===== src/rtl/serial_add_ctrl_if.sv =====
// Handshake and result bundle for the bit-serial adder controller.
// The master drives the operands and start; the slave reports status and the result.
interface serial_add_ctrl_if #(
  parameter int WIDTH = 8
);
  logic             start;
  logic [WIDTH-1:0] a;
  logic [WIDTH-1:0] b;
  logic             cin;
  logic             busy;
  logic             done;
  logic [WIDTH-1:0] sum;
  logic             cout;

  modport master (output start, a, b, cin, input busy, done, sum, cout);
  modport slave  (input start, a, b, cin, output busy, done, sum, cout);
endinterface


===== src/rtl/serial_add_ctrl.sv =====
// Bit-serial adder: one full-adder cell per clock, WIDTH cycles per operation.
// The result appears on sum/cout together with a one-cycle done pulse.
module serial_add_ctrl #(
  parameter int WIDTH = 8
) (
  input logic              clk,
  input logic              rst,
  serial_add_ctrl_if.slave bus
);
  localparam int CW = $clog2(WIDTH);

  typedef enum logic [1:0] {
    ST_IDLE = 2'b00,
    ST_RUN  = 2'b01,
    ST_DONE = 2'b10
  } state_t;

  state_t           state_r;
  state_t           state_s;
  logic [WIDTH-1:0] opa_r;
  logic [WIDTH-1:0] opb_r;
  logic [WIDTH-1:0] res_r;
  logic [WIDTH-1:0] sum_r;
  logic             carry_r;
  logic             cout_r;
  logic [CW-1:0]    cnt_r;
  logic             last_s;
  logic [1:0]       fa_s;
  logic             busy_s;
  logic             done_s;

  // Returns {carry_out, sum_bit} of a single full-adder cell.
  function automatic logic [1:0] full_add(input logic x, input logic y, input logic c);
    full_add = {(x & y) | (c & (x ^ y)), x ^ y ^ c};
  endfunction

  assign last_s = (cnt_r == CW'(WIDTH - 1));
  assign fa_s   = full_add(opa_r[0], opb_r[0], carry_r);

  // State register.
  always_ff @(posedge clk) begin
    if (rst) begin
      state_r <= ST_IDLE;
    end else begin
      state_r <= state_s;
    end
  end

  // Next-state logic; the unused encoding falls back to IDLE.
  always_comb begin
    state_s = ST_IDLE;
    case (state_r)
      ST_IDLE: begin
        if (bus.start) begin
          state_s = ST_RUN;
        end else begin
          state_s = ST_IDLE;
        end
      end
      ST_RUN: begin
        if (last_s) begin
          state_s = ST_DONE;
        end else begin
          state_s = ST_RUN;
        end
      end
      ST_DONE: state_s = ST_IDLE;
      default: state_s = ST_IDLE;
    endcase
  end

  // Status outputs decoded from the state register.
  always_comb begin
    busy_s = 1'b0;
    done_s = 1'b0;
    case (state_r)
      ST_IDLE: begin
        busy_s = 1'b0;
        done_s = 1'b0;
      end
      ST_RUN: begin
        busy_s = 1'b1;
        done_s = 1'b0;
      end
      ST_DONE: begin
        busy_s = 1'b1;
        done_s = 1'b1;
      end
      default: begin
        busy_s = 1'b0;
        done_s = 1'b0;
      end
    endcase
  end

  // Operand capture, serial datapath and result registers.
  always_ff @(posedge clk) begin
    if (rst) begin
      opa_r   <= {WIDTH{1'b0}};
      opb_r   <= {WIDTH{1'b0}};
      res_r   <= {WIDTH{1'b0}};
      sum_r   <= {WIDTH{1'b0}};
      carry_r <= 1'b0;
      cout_r  <= 1'b0;
      cnt_r   <= {CW{1'b0}};
    end else begin
      case (state_r)
        ST_IDLE: begin
          if (bus.start) begin
            opa_r   <= bus.a;
            opb_r   <= bus.b;
            carry_r <= bus.cin;
            cnt_r   <= {CW{1'b0}};
          end
        end
        ST_RUN: begin
          opa_r   <= opa_r >> 1;
          opb_r   <= opb_r >> 1;
          res_r   <= {fa_s[0], res_r[WIDTH-1:1]};
          carry_r <= fa_s[1];
          cnt_r   <= cnt_r + 1'b1;
          // The final bit joins the result in the same edge that enters DONE.
          if (last_s) begin
            sum_r  <= {fa_s[0], res_r[WIDTH-1:1]};
            cout_r <= fa_s[1];
          end
        end
        default: begin
          cnt_r <= cnt_r;
        end
      endcase
    end
  end

  assign bus.busy = busy_s;
  assign bus.done = done_s;
  assign bus.sum  = sum_r;
  assign bus.cout = cout_r;
endmodule


===== src/flat_wrapper.sv =====
// flat-port wrapper written by rule: the top's interface ports become plain ports
module serial_add_ctrl_flat 
#(
  parameter int WIDTH = 8
)
  (clk, rst, bus_start, bus_a, bus_b, bus_cin, bus_busy, bus_done, bus_sum, bus_cout);
  serial_add_ctrl_if #(.WIDTH(WIDTH)) bus_i ();
  input logic clk;
  input logic rst;
  input wire logic [$bits(bus_i.start)-1:0] bus_start;
  input wire logic [$bits(bus_i.a)-1:0] bus_a;
  input wire logic [$bits(bus_i.b)-1:0] bus_b;
  input wire logic [$bits(bus_i.cin)-1:0] bus_cin;
  output wire logic [$bits(bus_i.busy)-1:0] bus_busy;
  output wire logic [$bits(bus_i.done)-1:0] bus_done;
  output wire logic [$bits(bus_i.sum)-1:0] bus_sum;
  output wire logic [$bits(bus_i.cout)-1:0] bus_cout;
  assign bus_i.start = bus_start;
  assign bus_i.a = bus_a;
  assign bus_i.b = bus_b;
  assign bus_i.cin = bus_cin;
  assign bus_busy = bus_i.busy;
  assign bus_done = bus_i.done;
  assign bus_sum = bus_i.sum;
  assign bus_cout = bus_i.cout;
  serial_add_ctrl #(.WIDTH(WIDTH)) u_core (.clk(clk), .rst(rst), .bus(bus_i));
endmodule

===== config.mk =====
export PLATFORM = sky130hd
export DESIGN_NAME = serial_add_ctrl_flat
export DESIGN_NICKNAME = d
export VERILOG_FILES = /design/src/rtl/serial_add_ctrl_if.sv /design/src/rtl/serial_add_ctrl.sv /design/src/flat_wrapper.sv
export SDC_FILE = /design/constraint.sdc
export NUM_CORES = 1
export LEC_CHECK = 0
export BUFFER_PORTS_ARGS = -buffer_cell sky130_fd_sc_hd__buf_4
export CORE_ASPECT_RATIO = 1.4
export CORE_MARGIN = 10
export CORE_UTILIZATION = 45
export CTS_CLUSTER_DIAMETER = 100
export DETAILED_ROUTE_END_ITERATION = 10
export PLACE_DENSITY = 0.79
export SLEW_MARGIN = 10
export SYNTH_ARGS = -nofsm -noshare
export SYNTH_HDL_FRONTEND = slang
export SYNTH_SLANG_ARGS = --single-unit

===== constraint.sdc =====
create_clock -name clk -period 1.5 [get_ports clk]
set_input_delay 0.225 -clock clk [delete_from_list [all_inputs] [get_ports clk]]
set_output_delay 0.225 -clock clk [all_outputs]
set_load 0.02 [all_outputs]

==> metrics.cfg, run 1 <==
[clock_network]
ctsHoldBuffers = 0
clk-insertion-delay-late_ns = 0.29
root_buffer = clkbuf_8
cts.sink_count = 38
path_clk_slew_ns = 0.07
htree_levels = 2
cts_buffer_depth = 2
cts_buffers = 5
cts_tree = yes
cts_setup_buffers = 0

[detailed_routing]
vias_per_cell = 5.18
drtIter0Drc = 64
num_vias = 1259
drcViolationCount = 0
drt_wl_total_um = 3320
first_pass_iters = 4
drtAntennaViolNets = 0
wl_per_cell_um = 13.6

[synth]
synth_area_um2 = 1660
syn_inst = 170
synth-seq-area-share = 0.459
synth_compound_area_frac = 0.155
synth.distinct_cells = 22
ys_warn_count = 0
yosys.area_share.simple = 0.138
synthAdderAreaFrac = 0.0498
synth_nets = 196
ys_seq_elements = 38
synth-xor-area-share = 0
synth_top_family_by_area = compound AO/OA/AOI/OAI gates
muxShareOfSynthArea = 0.148
synth_area_per_cell_um2 = 9.75

[final_layout]
final_cells = 243
final_util = 0.561
fin_nets = 226
syn_to_final_growth_pct = 22.2
final_layout_size_suffix_gt1_frac = 0.294
diodes = 0

[grt]
grt_pass1_wl_um = 5610
grt_pass1_vias = 1284
grt_max_degree = 39
grt-ovfl-total = 0
grt_usage = 0.105
antenna_found_initial = 0

[floorplan]
die_y_um = 91.8
die_x_um = 71.3
core_um2 = 3610
dieArea_um2 = 6550
row_count = 26
start_util = 0.459
ios = 31

[sta]
rsz0062_at_grt = yes
setup_viol = 0
max_freq_ghz = 0.714
finalCriticalPeriod_ns = 1.40
hold_viol = 0
final_max_slew_viol_count = 0
finalSetupTns_ns = 0
period_share = 0.934
relSlewSlack = 0.708
worst_slew_pin_slew_ns = 0.438
clock_skew_ns = 0.00486

[worst_setup_path]
r2r_cells = 5
critical-path-max-stage-delay_ns = 0.41
start_kind = register
worstSetupPathType = register to register
critPathArrivalTime_ns = 1.57
critPathCaptureType = register
reg2reg_slack_ns = 0.1
r2r_end = u_core.opb_r[5]
crit_chain = inv_1, ha_1, mux2_4, nor2_1, a211oi_2
cp.required_ns = 1.67
worst-path-max-fanout = 17
r2r-start = u_core.state_r[0]
slowest_stage = mux2_4
crit_start = u_core.state_r[0]

[placed_design]
io_buffers = 30
routabilityCongestion = 0.736
detailed_place_hpwl_um = 2280
placed_cells = 234

[min_path]
hold_end = u_core.opa_r[7]
hp-class = input pin to register
min_path_cells = 3
min_from = bus_a[7]

[power_and_ir_drop]
power_density_nw_per_um2 = 1120
ir_worst_vdd_mv = 0.851
power.total_w = 0.00226
p_leak_nw = 0.820

[run_status]
outcome = completed

[flow_run]
cap_violations = 0

[stage by stage]
stage                     instance area, um^2  hold slack, ns  setup slack [ns]
after detailed placement                 1890           0.451            0.0483
after global placement                   1890           0.442            0.0988
after global routing                     2030           0.215          -0.00664
after CTS                                2000           0.204            0.0289
final                                    2030           0.210            0.0993
after floorplan                          1660           0.370             0.105
[worst max-delay path: cells and delay by family (launching register included)]
| kind | cells | cell delay [ns] |
|---|---|---|
| mux | 1 | 0.41 |
| flops | 1 | 0.33 |
| compound gates | 1 | 0.06 |
| simple gates | 1 | 0.16 |
| buf+inv | 1 | 0.06 |
| fa+ha+maj | 1 | 0.25 |
[worst max-delay path by stage]
stage | endpoint | depth (start not counted)
detailed placement | u_core.opa_r[5] | 5
floorplan | u_core.opa_r[1] | 6
global route | u_core.res_r[1] | 6
global placement | u_core.carry_r | 5
CTS | u_core.opa_r[5] | 5
finish | u_core.opb_r[5] | 5
[where the power goes]
group          internal, W  switching [W]  total [W]
Combinational     0.000154       0.000170   0.000324
Sequential         0.00106      0.0000298    0.00109
Clock             0.000489       0.000360   0.000849
[area by class of cell]
cell class / count / area, um^2
Clock inverter: 3 / 40.0
Timing Repair Buffer: 34 / 259
Inverter: 2 / 7.51
Sequential cell: 38 / 761
Fill cell: 334 / 1590
Multi-Input combinational cell: 119 / 837
Tap cell: 42 / 52.6
Clock buffer: 5 / 68.8
[cell usage in the layout, fill, tap and decap left out, types with 2 or more instances in the layout]
cell,instances
clkbuf_8,5
nor2_1,24
ha_1,5
nand3_1,4
o21ai_0,2
inv_1,2
dfxtp_1,38
nand2_1,22
mux2_4,2
a21oi_1,15
nor2b_1,2
mux2i_1,22
a211oi_1,3
a211oi_2,12
clkinv_2,2
buf_4,33
[flip-flops by register name, summed over array words and instances (netlist names)]
name and flops:
u_core.carry_r 1, u_core.cnt_r 3, u_core.bus.sum 8, u_core.bus.cout 1, u_core.state_r 2, u_core.opa_r 8
u_core.opb_r 8, u_core.res_r 7
[layer usage]
metal / vias up / track usage / share of wire
li1: 640 / - / -
met1: 589 / 0.107 / 0.41
met2: 24 / 0.173 / 0.51
met3: 6 / 0.0431 / 0.054
met4: 0 / 0.0631 / 0.025
met5: - / 0 / 0
[kinds of logic after synthesis]
logic type | after synthesis
AO/OA/AOI/OAI | 32
adder cells (fa/ha/maj) | 6
buffers and inverters | 14
flip-flops | 38
multiplexers | 24
AND/OR/NAND/NOR | 56
[synthesized netlist by cell type, drive strengths merged]
library cell  number  area, um^2
a21oi             15        75.1
mux2               1        15.0
nand2             23        86.3
nand3              4        20.0
nand2b             1        6.26
nor2b              2        12.5
and2               1        6.26
fa                 1        20.0
a211oi            15         173
dfxtp             38         761
clkbuf             3        11.3
buf                9        63.8
inv                2        7.51
nor2              24        90.1
mux2i             23         230
o21ai              2        10.0
ha                 5        62.6
nand3b             1        7.51
[timing repair]
item	CTS	global route
resized for setup	0	5
endpoints found under the hold margin	0	0
endpoints found under the setup margin	0	23
Power figures use the tool's default switching activity.
==> run 2, diff against run 1 <==
--- a/config.mk
+++ b/config.mk
@@ -9,9 +9,11 @@
 export CORE_ASPECT_RATIO = 1.4
 export CORE_MARGIN = 10
 export CORE_UTILIZATION = 45
+export CTS_BUF_LIST = sky130_fd_sc_hd__clkbuf_8
 export CTS_CLUSTER_DIAMETER = 100
 export DETAILED_ROUTE_END_ITERATION = 10
 export PLACE_DENSITY = 0.79
+export RECOVER_POWER = 100
 export SLEW_MARGIN = 10
 export SYNTH_ARGS = -nofsm -noshare
 export SYNTH_HDL_FRONTEND = slang
==> metrics.cfg, run 2 (synthesis gave the netlist of run 1 again) <==
[clock_network]
cts.sink_count = 38  ; unchanged
cts_buffer_depth = 2  ; unchanged
cts_tree = yes
root_buffer = clkbuf_8
path_clk_slew_ns = 0.07  ; about the same
clk-insertion-delay-late_ns = 0.29  ; about the same
cts_buffers = 5  ; unchanged
htree_levels = 2  ; unchanged

[sta]
hold_viol = 0  ; unchanged
clock_skew_ns = 0.00464  ; -0.000220 ns
relSlewSlack = 0.707  ; -0.000933
finalCriticalPeriod_ns = 1.40  ; +0.000131 ns
setup_slack_ns = 0.0992  ; -0.000131 ns
final_max_slew_viol_count = 0  ; unchanged
setup_viol = 0  ; unchanged
worst_slew_pin_slew_ns = 0.440  ; +0.00140 ns
period_share = 0.934  ; about the same
rsz0062_at_grt = yes
max_freq_ghz = 0.714  ; about the same
whs_ns = 0.209  ; -0.000155 ns

[detailed_routing]
wl_per_cell_um = 13.6  ; -0.18%
drtAntennaViolNets = 0  ; unchanged
first_pass_iters = 4  ; unchanged
num_vias = 1257  ; -0.16%
vias_per_cell = 5.17  ; -0.16%
drtIter0Drc = 62  ; -3.1%
drt_wl_total_um = 3310  ; -0.18%
drcViolationCount = 0  ; unchanged

[grt]
grt-ovfl-total = 0  ; unchanged
grt_usage = 0.105  ; unchanged
grt_pass1_vias = 1284  ; unchanged
antenna_found_initial = 0  ; unchanged
grt_max_degree = 39  ; unchanged
grt_pass1_wl_um = 5610  ; unchanged

[placed_design]
place_ws_ns = 0.0483  ; unchanged
routabilityCongestion = 0.736  ; unchanged
detailed_place_hpwl_um = 2280  ; unchanged
io_buffers = 30  ; unchanged

[power_and_ir_drop]
p_leak_nw = 0.782  ; -4.7%
power_density_nw_per_um2 = 1140  ; +1.7%
ir_worst_vdd_mv = 0.868  ; +2.1%
power.total_w = 0.00226  ; about the same

[worst_setup_path]
worstSetupPathType = register to register
critPathCaptureType = register
cp.required_ns = 1.67  ; about the same
critPathArrivalTime_ns = 1.57  ; about the same
worst-path-max-fanout = 17  ; unchanged
start_kind = register

[final_layout]
final_common_cell = dfxtp_1
fin_nets = 226  ; unchanged
final_layout_size_suffix_gt1_frac = 0.249  ; -0.0448
syn_to_final_growth_pct = 20.2
final_cell_mix = 38 x dfxtp_1, 24 x nor2_1, 24 x buf_4
diodes = 0  ; unchanged

[floorplan]
row_count = 26  ; unchanged
core_um2 = 3610  ; unchanged
start_util = 0.459  ; unchanged
die_x_um = 71.3  ; unchanged
ios = 31  ; unchanged
dieArea_um2 = 6550  ; unchanged
die_y_um = 91.8  ; unchanged

[flow_run]
cap_violations = 0  ; unchanged

[run_status]
outcome = completed

[min_path]
hp-class = input pin to register

==> run 2: changes by cell type in the layout (fill, tap and decap cells not counted) <==
cell | previous run | this run
clkbuf_1 | 0 | 9
buf_4 | 33 | 24
==> run 2: final timing paths <==
path	end	depth (start not counted)	from	slack (ns)
min	u_core.opa_r[7]	3	bus_a[7]	0.21
max	u_core.opb_r[5]	5	u_core.state_r[0]	0.1
min reg2reg	u_core.bus.sum[0]	2	u_core.bus.sum[0]	0.46
max reg2reg	u_core.opb_r[5]	5	u_core.state_r[0]	0.1
==> run 2: where the power goes <==
group | switching (W) | leakage [nW] | internal, W
Sequential | 0.0000298 | 0.310 | 0.00106
Clock | 0.000360 | 0.0579 | 0.000489
Combinational | 0.000170 | 0.413 | 0.000154
==> run 2: timing repair <==
item	in CTS	in global routing
resized for setup	0	5
hold buffers	0	0
buffers inserted	0	0
endpoints found under the setup margin	0	23
==> run 2: through the flow <==
step / TNS, ns / cell area, um^2 / utilization / std cells
after CTS: 0 / 2000 / 0.554 / 242
final: 0 / 1990 / 0.552 / 243
after global routing: -0.0148 / 1990 / 0.552 / 243
after floorplan: 0 / 1660 / - / 170
after detailed placement: 0 / 1890 / 0.524 / 234
after global placement: 0 / 1890 / 0.524 / 234
==> run 2: cell type report <==
cell class | instances | area [um^2]
tap | 42 | 52.6
clock inverter | 3 | 40.0
multi-input combinational | 119 | 837
fill | 341 | 1620
timing repair buffer | 34 | 225
sequential | 38 | 761
clock buffer | 5 | 68.8
inverter | 2 | 7.51
==> run 2: metal layers <==
layer  track usage  wire [um]  up-vias
met5             0          0        -
met4        0.0631         82        0
li1              -          -      640
met2         0.173       1680       24
met3        0.0431        177        6
met1         0.107       1370      587
==> run 2: worst max-delay path: stages, from the launching register on <==
cell and delay, ns:
dfxtp_1 0.33, inv_1 0.06, ha_1 0.25, mux2_4 0.41
nor2_1 0.16, a211oi_2 0.06
